## config.mk

```make
export PLATFORM = sky130hd
export DESIGN_NAME = conv2d_stream
export DESIGN_NICKNAME = d
export VERILOG_FILES = /design/src/rtl/conv_pkg.sv /design/src/rtl/line_window.sv /design/src/rtl/conv2d_stream.sv
export SDC_FILE = /design/constraint.sdc
export NUM_CORES = 2
export LEC_CHECK = 0
export ABC_CLOCK_PERIOD_IN_PS = 12850
export BUFFER_PORTS_ARGS = -buffer_cell sky130_fd_sc_hd__buf_2
export CAP_MARGIN = 20
export CORE_MARGIN = 5
export CORE_UTILIZATION = 70
export DETAILED_ROUTE_END_ITERATION = 8
export PLACE_DENSITY = 0.9
export SKIP_LAST_GASP = 1
export SLEW_MARGIN = 20
export SYNTH_ARGS = -nofsm -noshare
export SYNTH_HDL_FRONTEND = slang
export SYNTH_SLANG_ARGS = --single-unit
```

## constraint.sdc

```tcl
create_clock -name clk -period 12.85 [get_ports clk]
set_input_delay 0.6425 -clock clk [delete_from_list [all_inputs] [get_ports clk]]
set_output_delay 0.6425 -clock clk [all_outputs]
set_load 0.005 [all_outputs]
```

## src/rtl/conv_pkg.sv

```systemverilog
// Shared definitions for the streaming 2-D convolution block.
//   acc_width()   : accumulator width that can never overflow for a KSIZE x KSIZE
//                   sum of (signed coef x unsigned pixel) products.
//   ksize_legal() : true for odd kernel sides from 3 to 7.
//   clamp_round() : round-half-up arithmetic right shift, then clamp to an
//                   unsigned word of the given width.
//   coef_t        : default-width signed coefficient.
package conv_pkg;

    localparam int COEF_W_DEF = 8;

    typedef logic signed [COEF_W_DEF-1:0] coef_t;

    function automatic int acc_width(input int word_size, input int coef_w, input int ksize);
        return word_size + coef_w + $clog2(ksize * ksize) + 1;
    endfunction

    function automatic bit ksize_legal(input int ksize);
        return (ksize >= 3) && (ksize <= 7) && ((ksize % 2) == 1);
    endfunction

    // The sum is carried sign-extended to 64 bits so one function serves every
    // accumulator width; the result is truncated by the caller to WORD_SIZE.
    function automatic logic [31:0] clamp_round(input logic signed [63:0] sum,
                                                input logic [7:0]         shift,
                                                input int unsigned        wsize);
        logic signed [63:0] r;
        logic signed [63:0] max_val;
        r = sum;
        if (shift != 8'd0) begin
            r = r + (64'sd1 <<< (shift - 8'd1));
        end
        r       = r >>> shift;
        max_val = (64'sd1 <<< wsize) - 64'sd1;
        if (r < 0) begin
            return 32'd0;
        end else if (r > max_val) begin
            return max_val[31:0];
        end else begin
            return r[31:0];
        end
    endfunction

endpackage

```

## src/rtl/line_window.sv

```systemverilog
// KSIZE-1 line buffers plus a KSIZE x KSIZE sliding window.
//   clk       : rising-edge clock
//   rst       : asynchronous active-low reset (clears the window registers)
//   shift_en  : an input pixel is accepted this cycle
//   col       : column of the accepted pixel within its line
//   pixel     : accepted pixel
//   window    : window[r][c], r=0 oldest line, c=0 oldest column
module line_window #(
    parameter int WORD_SIZE = 8,
    parameter int ROW_SIZE  = 10,
    parameter int KSIZE     = 3,
    parameter int COL_W     = $clog2(ROW_SIZE)
) (
    input  logic                                         clk,
    input  logic                                         rst,
    input  logic                                         shift_en,
    input  logic [COL_W-1:0]                             col,
    input  logic [WORD_SIZE-1:0]                         pixel,
    output logic [KSIZE-1:0][KSIZE-1:0][WORD_SIZE-1:0]   window
);

    // line_mem[j] holds the line that is j+1 lines older than the incoming one.
    logic [WORD_SIZE-1:0] line_mem [KSIZE-1][ROW_SIZE];

    logic [KSIZE-1:0][WORD_SIZE-1:0]             new_col;
    logic [KSIZE-1:0][KSIZE-1:0][WORD_SIZE-1:0]  window_reg;
    logic [KSIZE-1:0][KSIZE-1:0][WORD_SIZE-1:0]  window_next;

    // Column entering the window: the newest row is the live pixel, older rows
    // come from the line buffers at the same column.
    assign new_col[KSIZE-1] = pixel;
    for (genvar gi = 0; gi < KSIZE - 1; gi++) begin : g_col_tap
        assign new_col[gi] = line_mem[KSIZE-2-gi][col];
    end

    // Line buffers cascade at the current column; no reset is needed because
    // stale contents are masked by the row/column counters in the top.
    always_ff @(posedge clk) begin
        if (shift_en) begin
            line_mem[0][col] <= pixel;
            for (int j = 1; j < KSIZE - 1; j++) begin
                line_mem[j][col] <= line_mem[j-1][col];
            end
        end
    end

    for (genvar gi = 0; gi < KSIZE; gi++) begin : g_row
        for (genvar gj = 0; gj < KSIZE; gj++) begin : g_colw
            if (gj == KSIZE - 1) begin : g_new
                assign window_next[gi][gj] = new_col[gi];
            end else begin : g_old
                assign window_next[gi][gj] = window_reg[gi][gj+1];
            end
        end
    end

    always_ff @(posedge clk or negedge rst) begin
        if (!rst) begin
            window_reg <= '0;
        end else if (shift_en) begin
            window_reg <= window_next;
        end
    end

    assign window = window_reg;

endmodule

```

## src/rtl/conv2d_stream.sv

```systemverilog
// Streaming KSIZE x KSIZE convolution, "valid" crop, saturated unsigned output.
//   clk / rst            : rising-edge clock, asynchronous active-low reset
//   in_valid / in_ready  : input handshake; in_sof marks pixel (0,0) of a frame
//   inputPixel           : raster-order unsigned pixel
//   out_valid / out_ready: output handshake; outputPixel is the clamped result
//   coef_we/addr/data    : writes one shadow coefficient (index row*KSIZE+col)
//   cfg_shift            : right shift of the sum, captured at an accepted SOF
// Pipeline: window -> S1 products -> S2 sum -> S3 round/clamp; everything
// advances only when the output register can move (en).
module conv2d_stream
    import conv_pkg::*;
#(
    parameter int WORD_SIZE = 8,
    parameter int ROW_SIZE  = 10,
    parameter int KSIZE     = 3,
    parameter int COEF_W    = 8,
    parameter int SHIFT_W   = 4
) (
    input  logic                               clk,
    input  logic                               rst,
    input  logic                               in_valid,
    output logic                               in_ready,
    input  logic                               in_sof,
    input  logic [WORD_SIZE-1:0]               inputPixel,
    output logic                               out_valid,
    input  logic                               out_ready,
    output logic [WORD_SIZE-1:0]               outputPixel,
    input  logic                               coef_we,
    input  logic [$clog2(KSIZE*KSIZE)-1:0]     coef_addr,
    input  logic signed [COEF_W-1:0]           coef_data,
    input  logic [SHIFT_W-1:0]                 cfg_shift
);

    // An illegal kernel side collapses the coefficient count to zero, which
    // makes the coefficient arrays zero-sized and stops elaboration.
    localparam bit KSIZE_OK      = ksize_legal(KSIZE);
    localparam int KSIZE_CHECKED = KSIZE_OK ? KSIZE : 0;
    localparam int N             = KSIZE_CHECKED * KSIZE_CHECKED;
    localparam int ADDR_W        = $clog2(KSIZE * KSIZE);
    localparam int ACC_W         = acc_width(WORD_SIZE, COEF_W, KSIZE);
    localparam int PROD_W        = WORD_SIZE + COEF_W + 1;
    localparam int COL_W         = $clog2(ROW_SIZE);
    localparam int ROW_W         = $clog2(KSIZE);

    logic en;
    logic accept;

    assign en       = !out_valid || out_ready;
    assign in_ready = en;
    assign accept   = in_valid && en;

    // ---------------- position counters ----------------
    logic [COL_W-1:0] col_reg, pos_col, col_next;
    logic [ROW_W-1:0] row_reg, pos_row, row_next;
    logic             win_done;

    // An SOF pixel is placed at (0,0) regardless of where the counters were.
    always_comb begin
        pos_col  = in_sof ? '0 : col_reg;
        pos_row  = in_sof ? '0 : row_reg;
        win_done = (pos_row == ROW_W'(KSIZE - 1)) && (pos_col >= COL_W'(KSIZE - 1));
        col_next = pos_col + COL_W'(1);
        row_next = pos_row;
        if (pos_col == COL_W'(ROW_SIZE - 1)) begin
            col_next = '0;
            if (pos_row != ROW_W'(KSIZE - 1)) begin
                row_next = pos_row + ROW_W'(1);
            end
        end
    end

    always_ff @(posedge clk or negedge rst) begin
        if (!rst) begin
            col_reg <= '0;
            row_reg <= '0;
        end else if (accept) begin
            col_reg <= col_next;
            row_reg <= row_next;
        end
    end

    // ---------------- coefficient banks ----------------
    logic signed [COEF_W-1:0] shadow_coef_reg [N];
    logic signed [COEF_W-1:0] active_coef_reg [N];
    logic [SHIFT_W-1:0]       shift_active_reg;

    always_ff @(posedge clk or negedge rst) begin
        if (!rst) begin
            for (int i = 0; i < N; i++) begin
                shadow_coef_reg[i] <= '0;
                active_coef_reg[i] <= '0;
            end
            shift_active_reg <= '0;
        end else begin
            for (int i = 0; i < N; i++) begin
                if (coef_we && (coef_addr == ADDR_W'(i))) begin
                    shadow_coef_reg[i] <= coef_data;
                end
                // A write in the SOF cycle bypasses into the active bank.
                if (accept && in_sof) begin
                    active_coef_reg[i] <= (coef_we && (coef_addr == ADDR_W'(i)))
                                          ? coef_data : shadow_coef_reg[i];
                end
            end
            if (accept && in_sof) begin
                shift_active_reg <= cfg_shift;
            end
        end
    end

    // ---------------- window ----------------
    logic [KSIZE-1:0][KSIZE-1:0][WORD_SIZE-1:0] window;
    logic                                       win_valid_reg;

    line_window #(
        .WORD_SIZE (WORD_SIZE),
        .ROW_SIZE  (ROW_SIZE),
        .KSIZE     (KSIZE),
        .COL_W     (COL_W)
    ) u_line_window (
        .clk      (clk),
        .rst      (rst),
        .shift_en (accept),
        .col      (pos_col),
        .pixel    (inputPixel),
        .window   (window)
    );

    // ---------------- S1: products ----------------
    logic signed [PROD_W-1:0] prod_next [N];
    logic signed [PROD_W-1:0] prod_reg  [N];
    logic                     s1_valid_reg;
    logic [SHIFT_W-1:0]       s1_shift_reg;

    always_comb begin
        for (int r = 0; r < KSIZE; r++) begin
            for (int c = 0; c < KSIZE; c++) begin
                prod_next[r*KSIZE+c] = PROD_W'($signed({1'b0, window[r][c]}))
                                     * PROD_W'(active_coef_reg[r*KSIZE+c]);
            end
        end
    end

    // ---------------- S2: sum ----------------
    logic signed [ACC_W-1:0] sum_next;
    logic signed [ACC_W-1:0] sum_reg;
    logic                    s2_valid_reg;
    logic [SHIFT_W-1:0]      s2_shift_reg;

    always_comb begin
        sum_next = '0;
        for (int i = 0; i < N; i++) begin
            sum_next = sum_next + ACC_W'(prod_reg[i]);
        end
    end

    // ---------------- S3: round / clamp ----------------
    logic [WORD_SIZE-1:0] pix_next;
    logic [WORD_SIZE-1:0] out_pix_reg;
    logic                 out_valid_reg;

    assign pix_next = WORD_SIZE'(clamp_round(64'(sum_reg), 8'(s2_shift_reg), WORD_SIZE));

    // The shift travels with its data so results of a previous frame still in
    // flight at an SOF use the shift they started with.
    always_ff @(posedge clk or negedge rst) begin
        if (!rst) begin
            win_valid_reg <= 1'b0;
            for (int i = 0; i < N; i++) begin
                prod_reg[i] <= '0;
            end
            s1_valid_reg  <= 1'b0;
            s1_shift_reg  <= '0;
            sum_reg       <= '0;
            s2_valid_reg  <= 1'b0;
            s2_shift_reg  <= '0;
            out_pix_reg   <= '0;
            out_valid_reg <= 1'b0;
        end else if (en) begin
            win_valid_reg <= accept && win_done;
            prod_reg      <= prod_next;
            s1_valid_reg  <= win_valid_reg;
            s1_shift_reg  <= shift_active_reg;
            sum_reg       <= sum_next;
            s2_valid_reg  <= s1_valid_reg;
            s2_shift_reg  <= s1_shift_reg;
            out_pix_reg   <= pix_next;
            out_valid_reg <= s2_valid_reg;
        end
    end

    assign out_valid   = out_valid_reg;
    assign outputPixel = out_pix_reg;

endmodule

```

==> out/qor.csv <==
stage,metric,value,unit
routing,via_per_inst,6.57,
critical_path,cp-startpoint,s2_shift_reg[0]$_DFFE_PN0N_,
floorplan,start_util,0.707,
timing,fmax,0.149,GHz
timing,post-route-period-util,0.521,
timing,finalHoldViolCount,0,
yosys,netlist_area,0.0515,mm^2
yosys,synth-edff-count,160,
critical_path,required,13.31,ns
routing,wl_per_cell,23.8,um
place,place_congestion,1.06,
routing,wl,151,mm
timing,finalMaxSlewViolations,0,
timing,setup_tns,0,ns
floorplan,dieWidth,281,um
global_routing,grt_pass1_wl,240,mm
timing,slew_headroom,0.226,
cts,postCtsSetupRepairBufs,0,
min_path,hold_path.class,input pin to flop,
final_layout,drive_gt1_frac,0.0768,
global_routing,globalRouteOverflowTotal,0,
critical_path,crit_type,flop to flop,
floorplan,io-pin-count,40,
global_routing,antenna_found_initial,5,
floorplan,core_area,0.0730,mm^2
yosys,synth-seq-cells,580,
yosys,synth_cell_types,103,
critical_path,critPathArrivalTime,7.16,ns
global_routing,grt_max_degree,83,
cts,cts_tree,yes,
routing,ant_nets,0,
floorplan,rows,99,
routing,drt_iter0_drc,4827,
final_layout,largest_reg_flops,160,
status,outcome,"complete, no violations",
timing,final.min_clock_period,6.70,ns
timing,setup_violations,0,
global_routing,grt_pass1_vias,43600,
critical_path,path_max_fanout,64,
final_layout,area_delta_synth_final,5.89,%
critical_path,worstSetupEndpointType,flop,
routing,first_pass_iters,8,
final_layout,layout_commonest_cell,nand2_1,
yosys,synthCells,5418,
place,numPortBuffers,39,
yosys,ys_seq_area_frac,0.297,
floorplan,die-area,0.0792,mm^2
min_path,hp-start,cfg_shift[3],
yosys,yosysWarningCount,0,
routing,drc,0,
timing,rsz0062_at_grt,no,
flow_run,max_cap_viol_count,0,
timing,fin_skew,0.0594,ns
place,dp_hpwl,108,mm
timing,tightest_slew,1.15,ns
cts,post_cts_resized,0,
cts,cts_buffer_depth,3,
floorplan,die_y,281,um
yosys,ys_async_sr_fraction,0.724,
critical_path,start_kind,flop,
cts,clock_latency,0.68,ns
cts,cts_made_buffers,61,
cts,cts_root_buf,clkbuf_16,
cts,htreeDepth,2,
yosys,ys.flop_type,dfrtp_1,
critical_path,timing.rr.start,s2_shift_reg[0]$_DFFE_PN0N_,
cts,cts_num_sinks,580,
routing,vias,41800,
cts,clk_pin_slew,0.06,ns
yosys,syn_avg_cell_area,9.51,um^2
final_layout,final_cell_mix,"773 x nand2_1, 643 x inv_1, 465 x ha_1",
final_layout,nNetsFinal,6290,
global_routing,grtUsageTotal,0.386,
-- routing by layer --
layer  share of wire  track usage
met1            0.36        0.482
met2            0.46        0.621
met3            0.11       0.0901
met4           0.071        0.225
met5         0.00022            0
-- layout make-up --
| cell class | count | area, um^2 |
|---|---|---|
| Inverter | 646 | 2430 |
| Timing Repair Buffer | 79 | 513 |
| Multi-Input combinational cell | 3971 | 32900 |
| Clock inverter | 38 | 487 |
| Clock buffer | 78 | 1700 |
| Fill cell | 4557 | 18400 |
| Sequential cell | 580 | 15300 |
| Tap cell | 959 | 1200 |
| Antenna cell | 5 | 12.5 |
-- path summary, 6_finish.rpt --
kind	slack, ns	end	cells after the start
max reg2reg	6.15	outputPixel[2]$_DFFE_PN0N_	22
max in group asynchronous	10.34	shadow_coef_reg[4]$_DFF_PN0_	4
max	6.15	outputPixel[2]$_DFFE_PN0N_	22
min in group asynchronous	0.54	shadow_coef_reg[47]$_DFF_PN0_	2
min	0.21	shift_active_reg[3]$_DFFE_PN0P_	2
min reg2reg	0.48	s1_shift_reg[0]$_DFFE_PN0N_	2
-- cells by family after synthesis --
group | after synthesis | share of synthesized area
compound gates | 912 | 0.114
xor+xnor | 132 | 0.0226
fa+ha+maj | 922 | 0.290
buf+inv | 903 | 0.0681
flops | 580 | 0.297
mux | 224 | 0.0499
other cells | 1 | 0.0000727
simple gates | 1744 | 0.158
-- metrics by stage --
| step | cell area (um^2) | utilization | hold slack (ns) | cells | setup WS, ns |
|---|---|---|---|---|---|
| after floorplan | 51700 | - | 0.347 | 5454 | 6.41 |
| after global placement | 52400 | 0.718 | 0.451 | 6233 | 6.42 |
| after detailed placement | 52400 | 0.718 | 0.463 | 6233 | 6.26 |
| after CTS | 54600 | 0.748 | 0.187 | 6350 | 6.23 |
| after global routing | 54600 | 0.748 | 0.199 | 6351 | 5.71 |
| final | 54600 | 0.748 | 0.208 | 6356 | 6.15 |
-- Yosys cell counts, types with 45 or more instances --
cell      number  area, um^2
nand3_1       61         305
and2_1       311        1950
mux2i_1       48         480
dfrtp_1      420       10500
nor3_1        56         280
fa_1         456        9130
o21ai_0      189         946
nand2_1      775        2910
clkbuf_1     196         736
o31ai_1       45         338
inv_1        643        2410
nor2_1       306        1150
nand2b_1      95         594
a21oi_1      277        1390
mux2_2       164        1850
ha_1         465        5820
xor2_1        59         517
xnor2_1       72         631
edfxtp_1     160        4800
-- worst max-delay path, cell delays in order, from the launching register on --
cell	delay [ns]
dfrtp_2	0.34
buf_4	0.53
inv_1	0.13
buf_4	0.34
ha_1	0.39
xor2_1	0.21
nor3_1	0.18
ha_1	0.25
inv_1	0.07
fa_1	0.39
nand2b_1	0.18
a21o_1	0.21
a21oi_2	0.31
a2111o_1	0.24
and2_1	0.23
a2bb2oi_2	0.40
mux2_4	0.35
o21ai_1	0.20
nand3_1	0.13
a2111oi_0	0.46
nand4_1	0.24
nor4_4	0.49
a41oi_1	0.20
-- repair_timing --
action,CTS,global route
hold buffers,1,0
endpoints found under the setup margin,0,0
endpoints found under the hold margin,73,0
Power is not shown: default switching activity piles up to over one toggle a cycle in this logic, so the estimate is an artifact.
